`src/rtl/stream_mux_rr.sv`:
```
`default_nettype none
// ============================================================================
//  Module   : stream_mux_rr
//  Purpose  : N-channel valid/ready stream multiplexer with a registered
//             output. Fixed-select mode uses sel; round-robin mode arbitrates
//             fairly and locks the grant for the length of a packet.
//  Revision : 1.0  initial release
// ============================================================================
module stream_mux_rr #(
   parameter int NUM_CH = 4,
   parameter int DATA_W = 8,
   parameter int SEL_W  = $clog2(NUM_CH)
) (
   input  logic                     clk,
   input  logic                     reset,
   input  logic                     mode,
   input  logic [SEL_W-1:0]         sel,
   input  logic [NUM_CH*DATA_W-1:0] in_data,
   input  logic [NUM_CH-1:0]        in_valid,
   input  logic [NUM_CH-1:0]        in_last,
   output logic [NUM_CH-1:0]        in_ready,
   output logic [DATA_W-1:0]        out_data,
   output logic                     out_last,
   output logic [SEL_W-1:0]         out_ch,
   output logic                     out_valid,
   input  logic                     out_ready
);

   typedef enum logic [0:0] {
      ST_IDLE   = 1'b0,
      ST_LOCKED = 1'b1
   } state_t;

   localparam logic [SEL_W:0] c_one   = (SEL_W+1)'(1);
   localparam logic [SEL_W:0] c_nch   = (SEL_W+1)'(NUM_CH);
   localparam logic [SEL_W-1:0] c_ptr_rst = SEL_W'(NUM_CH - 1);

   state_t              r_state;
   logic [SEL_W-1:0]    r_lock_ch;
   logic [SEL_W-1:0]    r_ptr;
   logic [DATA_W-1:0]   r_out_data;
   logic                r_out_last;
   logic [SEL_W-1:0]    r_out_ch;
   logic                r_out_valid;

   logic                w_ld;
   logic                w_xfer;
   logic [SEL_W-1:0]    w_cand;
   logic                w_gvalid;
   logic [DATA_W-1:0]   w_data;
   logic                w_last;
   logic [2*NUM_CH-1:0] w_shift;
   logic [NUM_CH-1:0]   w_rot;
   logic [SEL_W-1:0]    w_off;
   logic [SEL_W:0]      w_sum;
   logic [SEL_W-1:0]    w_rr_ch;
   logic                w_rr_any;

   assign w_ld   = !r_out_valid || out_ready;
   assign w_xfer = w_ld && w_gvalid && !reset;

   // Round-robin search: rotate valids so bit 0 is the channel after ptr,
   // then take the lowest set bit and map it back to a channel index.
   always_comb begin
      w_shift  = {in_valid, in_valid} >> ({1'b0, r_ptr} + c_one);
      w_rot    = w_shift[NUM_CH-1:0];
      w_rr_any = |w_rot;
      w_off    = '0;
      for (int k = NUM_CH - 1; k >= 0; k--) begin
         if (w_rot[k]) w_off = SEL_W'(k);
      end
      w_sum = {1'b0, r_ptr} + c_one + {1'b0, w_off};
      if (w_sum >= c_nch) w_sum = w_sum - c_nch;
      w_rr_ch = w_sum[SEL_W-1:0];
   end

   // Grant selection for the current mode and lock state.
   always_comb begin
      w_cand   = '0;
      w_gvalid = 1'b0;
      if (!mode) begin
         w_cand = sel;
         for (int i = 0; i < NUM_CH; i++) begin
            if (sel == SEL_W'(i) && in_valid[i]) w_gvalid = 1'b1;
         end
      end else if (r_state == ST_LOCKED) begin
         w_cand = r_lock_ch;
         for (int i = 0; i < NUM_CH; i++) begin
            if (r_lock_ch == SEL_W'(i) && in_valid[i]) w_gvalid = 1'b1;
         end
      end else begin
         w_cand   = w_rr_ch;
         w_gvalid = w_rr_any;
      end
   end

   // Route the granted channel's beat and drive its ready.
   always_comb begin
      w_data   = '0;
      w_last   = 1'b0;
      in_ready = '0;
      for (int i = 0; i < NUM_CH; i++) begin
         if (w_cand == SEL_W'(i)) begin
            w_data      = in_data[i*DATA_W +: DATA_W];
            w_last      = in_last[i];
            in_ready[i] = w_xfer;
         end
      end
   end

   // Output register, round-robin pointer and packet-lock FSM.
   always_ff @(posedge clk or posedge reset) begin
      if (reset) begin
         r_out_data  <= '0;
         r_out_last  <= 1'b0;
         r_out_ch    <= '0;
         r_out_valid <= 1'b0;
         r_ptr       <= c_ptr_rst;
         r_state     <= ST_IDLE;
         r_lock_ch   <= '0;
      end else begin
         if (w_xfer) begin
            r_out_data  <= w_data;
            r_out_last  <= w_last;
            r_out_ch    <= w_cand;
            r_out_valid <= 1'b1;
            r_ptr       <= w_cand;
         end else if (w_ld) begin
            r_out_valid <= 1'b0;
         end

         if (!mode) begin
            r_state <= ST_IDLE;
         end else if (w_xfer) begin
            if (w_last) begin
               r_state <= ST_IDLE;
            end else begin
               r_state   <= ST_LOCKED;
               r_lock_ch <= w_cand;
            end
         end
      end
   end

   assign out_data  = r_out_data;
   assign out_last  = r_out_last;
   assign out_ch    = r_out_ch;
   assign out_valid = r_out_valid;

endmodule
`default_nettype wire
```
`config.mk`:
```
export PLATFORM = sky130hd
export DESIGN_NAME = stream_mux_rr
export DESIGN_NICKNAME = d
export VERILOG_FILES = /design/src/rtl/stream_mux_rr.sv
export SDC_FILE = /design/constraint.sdc
export NUM_CORES = 1
export LEC_CHECK = 0
export ABC_AREA = 1
export ABC_CLOCK_PERIOD_IN_PS = 6050
export CORE_MARGIN = 2
export CORE_UTILIZATION = 40
export DETAILED_ROUTE_END_ITERATION = 8
export PLACE_DENSITY = 0.8
export SLEW_MARGIN = 10
export SYNTH_ARGS = -nofsm -noshare
export SYNTH_HDL_FRONTEND = slang
export SYNTH_SLANG_ARGS = --single-unit
```
`constraint.sdc`:
```
create_clock -name clk -period 6.05 [get_ports clk]
set_input_delay 1.815 -clock clk [delete_from_list [all_inputs] [get_ports clk]]
set_output_delay 1.815 -clock clk [all_outputs]
set_load 0.02 [all_outputs]
```
### After elaboration in Yosys (flattened, before gate mapping)

Index checks and enable logic that the tools add are counted.

* output and inout bits: 16
* input port bits: 46
* bits in registers: 17
* logic and storage cells: 76

* reductions and logical operators: 19
* magnitude comparators: 1
* bitwise operators: 1
* add/sub/neg operators: 3
* eq/ne operators: 10
* shift-type cells: 1
* muxes and demuxes: 34

Operators with widths (count)
* $mux W8: 4
* $mux W1: 23
* $mux W2: 7
* $eq A2 B2 Y1 const B: 6
* $logic_and A1 B1 Y1: 10
* $shr A8 B3 Y4: 1
* $eq A2 B1 Y1 const B: 3
* $logic_not A2 Y1: 3
* $reduce_or A4 Y1: 1
* $add A2 B1 Y3 const B: 1
* $add A3 B2 Y3: 1
* $ge A3 B3 Y1 const B: 1
* $reduce_and A3 Y1: 1
* $logic_not A1 Y1: 2
* $ne A2 B1 Y1 const B: 1
* $reduce_bool A2 Y1: 1
* $sub A2 B1 Y2 const B: 1
* $logic_or A1 B1 Y1: 1
* $not A1 Y1: 1

### Logic depth before layout (Yosys ltp)

* depth in word-level cells: 19
* gate-level depth with buffers: 20
* depth with buffers taken out: 20

### Worst setup path before layout

Ideal clock, no wire load.

* path kind: input to output
* from: input port in_valid[2]
* to: output port in_ready[3]
* stages: 12
* path buffers: 1
* required time: 4.235 ns
* slack: 0.538 ns
* arrival: 3.697 ns
* path through: nand2_1 > nand3_1 > nand2_1 > nand3_1 > nand2_1 > nand2_1 > ha_1 > or2_1 > a31oi_4 > clkbuf_1 > nand2_1 > a21oi_1

* cells in the longest elaborated chain, start to end: 12
* elaborated cells between the ends (all ways): 24
* those cells by class: add/sub: 2; order compare: 1; eq/ne: 1; shift: 1; mux: 14; reduce/logical: 5

Ends and longest elaborated chain
* start, declared: RTL line 19 `input logic [NUM_CH-1:0] in_valid,`
* $shr A8 B3 Y4: RTL line 65 `w_shift = {in_valid, in_valid} >> ({1'b0, r_ptr} + c_one);`
* $mux W2 (4 in a row): RTL line 70 `if (w_rot[k]) w_off = SEL_W'(k);`
* $add A3 B2 Y3: RTL line 72 `w_sum = {1'b0, r_ptr} + c_one + {1'b0, w_off};`
* $ge A3 B3 Y1 or $sub A2 B1 Y2 (tied branches): RTL line 73 `if (w_sum >= c_nch) w_sum = w_sum - c_nch;`
* $mux W2: RTL line 73
* $mux W2: RTL line 86 `end else if (r_state == ST_LOCKED) begin`
* $mux W2: RTL line 81 `if (!mode) begin`
* $eq A2 B2 Y1: RTL line 103 `if (w_cand == SEL_W'(i)) begin`
* $mux W1 *: RTL line 103
* end, declared: RTL line 21 `output logic [NUM_CH-1:0] in_ready,`

Mark *: on every way between the ends. The rest lies on a longest branch, timed or not.

### Final worst setup path

* from: input port in_valid[3]
* to: output port in_ready[3]

Same word-level chain as after synthesis.

==> results_dict.tcl <==
set metrics [dict create \
    synth_area_leaders "dfrtp_1, nand2_1, nand3_1, nand4_1, dfstp_2" \
    cp_common_cell "nand2_1" \
    dp_slack_ps -60.1 \
    portBuffers 61 \
    ctsHtreeMaxLevel 1 \
    n_antenna_cell 0 \
    cts_setup_buffers 0 \
    setup_viol 0 \
    hold_violations 0 \
    p_leak_nw 1.03 \
    synth_cell_types 31 \
    p_sw_mw 0.448 \
    grt_use_total_pct 20.1 \
    fin_nets 318 \
    grt_max_degree 20 \
    rr_startpoint "r_ptr[0]" \
    async_flop_share_pct 100 \
    critical_path_class "in -> out" \
    dr.pass1.iters 4 \
    worst_slew_pin_slew_ps 647 \
    syn_nets 240 \
    yosysTopAreaCell "dfrtp_1" \
    syn_area_per_cell_sq_um 6.87 \
    crit_fanout 4 \
    met1_usage_pct 26.3 \
    dp_hpwl_um 3020 \
    cts_hold_buf 0 \
    die-height_um 61.6 \
    whs_path_depth 2 \
    swShare_pct 48.7 \
    critPathMaxStageDelay_ps 500 \
    power.internal_mw 0.472 \
    comb_power_share_pct 71.0 \
    slew_viol_final 0 \
    post_drt_wl_per_cell_um 11.8 \
    layout.cells.non_filler 314 \
    whs_ps 486 \
    antenna_found_initial 0 \
    drtIter0Drc 89 \
    synthesis.area_sq_um 1330 \
    clkSinkCount 17 \
    multi_input_area_sq_um 796 \
    final_util_pct 67.9 \
    status "finished clean" \
    core_area_sq_um 3100 \
    fp.dieW_um 61.6 \
    whs_endpoint "out_data[2]" \
    period_minus_slack_ps 5850 \
    place_congestion 0.821 \
    vias 1534 \
    synth_seq_area_share_pct 32.3 \
    fmax_mhz 171 \
    syn_inst 193 \
    postRouteAntennaNets 0 \
    insertion_delay_ps 290 \
    synth_warnings 0 \
    drc 0 \
    ys_ff_latch 17 \
    fin_skew_ps 2.85 \
    grt_overflow_total 0 \
    crit_arrival_ps 4030 \
    final_common_cell "nand2_1" \
    use_met3_pct 3.15 \
    fill_cells 290 \
    drive_above_1_share_pct 16.3 \
    crit_chain "clkdlybuf4s50_1 > nand2_1 > nand3_1 > nand3_1 > nand2_1 > nand2_1 > ha_1 > or2_1 > a31oi_4 > nand2_1 > a21oi_1 > dlygate4sd2_1" \
    maxCapViolCount 0 \
    wl_um 3690 \
    ios 62 \
    numCtsBuffers 3 \
    busiest_layer "met2" \
    start_kind "primary input" \
    dieArea_sq_um 3790 \
    synth_edf_count 0 \
    rsz0062_at_grt "false" \
    grt_use_met2_pct 35.6 \
    reg2reg_depth 18 \
    r2r_end "r_lock_ch[1]" \
    worst_slack_ps 201 \
    hold_class "reg -> reg" \
    r2r_slack_ps 3370 \
    clkPwrFrac_pct 6.8 \
    critPathRequiredTime_ps 4240 \
    areaGrowthSynthToFinish_pct 59.1 \
    p_per_area_nw_per_um2 436 \
    path_clk_slew_ps 100 \
    start_util_pct 42.7 \
    via_per_inst 4.89 \
    seqCellArea_sq_um 428 \
    cp-end-kind "output port" \
    power_mw 0.920 \
    place_inst 310 \
    min-delay-start "out_data[2]" \
    period_share_pct 96.7 \
    grt_pass1_wl_um 5840 \
    final_cell_mix "nand2_1, clkdlybuf4s50_1, nand3_1" \
    num_rows 20 \
    clock_path_buffers 2 \
    p_seq_share_pct 22.3 \
    yosysTopAreaCellShare_pct 28.3 \
    root_buffer "clkbuf_4" \
    cpMaxStageDelayCell "clkdlybuf4s50_1" \
    cts_tree "done" \
    ys.flop_type "dfrtp_1" \
    relSlewSlack_pct 56.8 \
    vdd_drop_max_mv 0.353 \
    grt_pass1_vias 1378 \
]
layer usage:
metal | wire length (um) | share of wire, % | up-vias
li1 | - | - | 794
met1 | 1680 | 45 | 701
met2 | 1860 | 50 | 37
met3 | 124 | 3.4 | 2
met4 | 26 | 0.70 | 0
met5 | 0 | 0 | -
logic make-up (layout without fill, tap and decap cells):
logic type / after synthesis / count (layout) / share of synthesized area [%]
xor+xnor: 1 / 1 / 0.661
flops: 17 / 17 / 32.3
compound gates: 11 / 11 / 6.33
fa+ha+maj: 1 / 1 / 0.944
simple gates: 142 / 142 / 52.1
buf+inv: 21 / 98 / 7.65
registers in the layout, indices dropped and copies added, names as in the netlist:
register,cells
r_state,1
out_last,1
r_lock_ch,2
out_data,8
out_ch,2
out_valid,1
r_ptr,2
area by class of cell:
class,instances,area share [%]
multi-input combinational,155,37.7
timing repair buffer,79,35.3
sequential,17,20.3
inverter,15,2.73
tap,44,2.61
clock buffer,3,1.07
clock inverter,1,0.237
per-stage QoR:
step / cell area (sq um) / setup TNS (ps)
finish: 2110 / 0
global route: 2110 / 0
floorplan: 1330 / 0
CTS: 2110 / 0
detailed placement: 2080 / -104
global placement: 2080 / -112
critical path: cells and delay by family:
| family | cells | cell delay [ps] |
|---|---|---|
| buffers and inverters | 2 | 850 |
| adder cells (fa/ha/maj) | 1 | 260 |
| AND/OR/NAND/NOR | 7 | 780 |
| AO/OA/AOI/OAI | 2 | 330 |
repair_timing:
| item | CTS | global route |
|---|---|---|
| endpoints found under the setup margin | 3 | 1 |
| resized for setup | 3 | 1 |
| pin swaps | 0 | 0 |
Yosys cell counts, types with 2 or more instances:
cell type and number:
buf_2 2, buf_6 2, dfrtp_1 15, dfstp_2 2, inv_1 12, inv_2 2
nand2_1 73, nand2_2 7, nand2_4 2, nand3_1 29, nand3_2 2, nand4_1 12
nor2_1 9, nor2_4 3, nor3_1 2, o211ai_1 2, o21ai_0 3
worst max-delay path by stage:
stage,startpoint,to,depth (start not counted)
after floorplan,in_valid[2],in_ready[3],12
after global placement,in_valid[2],in_ready[3],13
after detailed placement,in_valid[3],in_ready[3],12
after CTS,in_valid[3],in_ready[2],15
after global routing,in_valid[1],in_ready[0],15
final,in_valid[3],in_ready[3],12
power groups by stage:
stage	Sequential [mW]	Clock, mW	Combinational, mW
2_1_floorplan	0.245	0	0.395
3_3_place_gp	0.206	0	0.650
3_5_place_dp	0.208	0	0.657
4_1_cts	0.205	0.0640	0.658
5_1_grt	0.212	0.0704	0.719
6_report	0.205	0.0622	0.653
No activity file was read; power rests on OpenSTA's default activity.
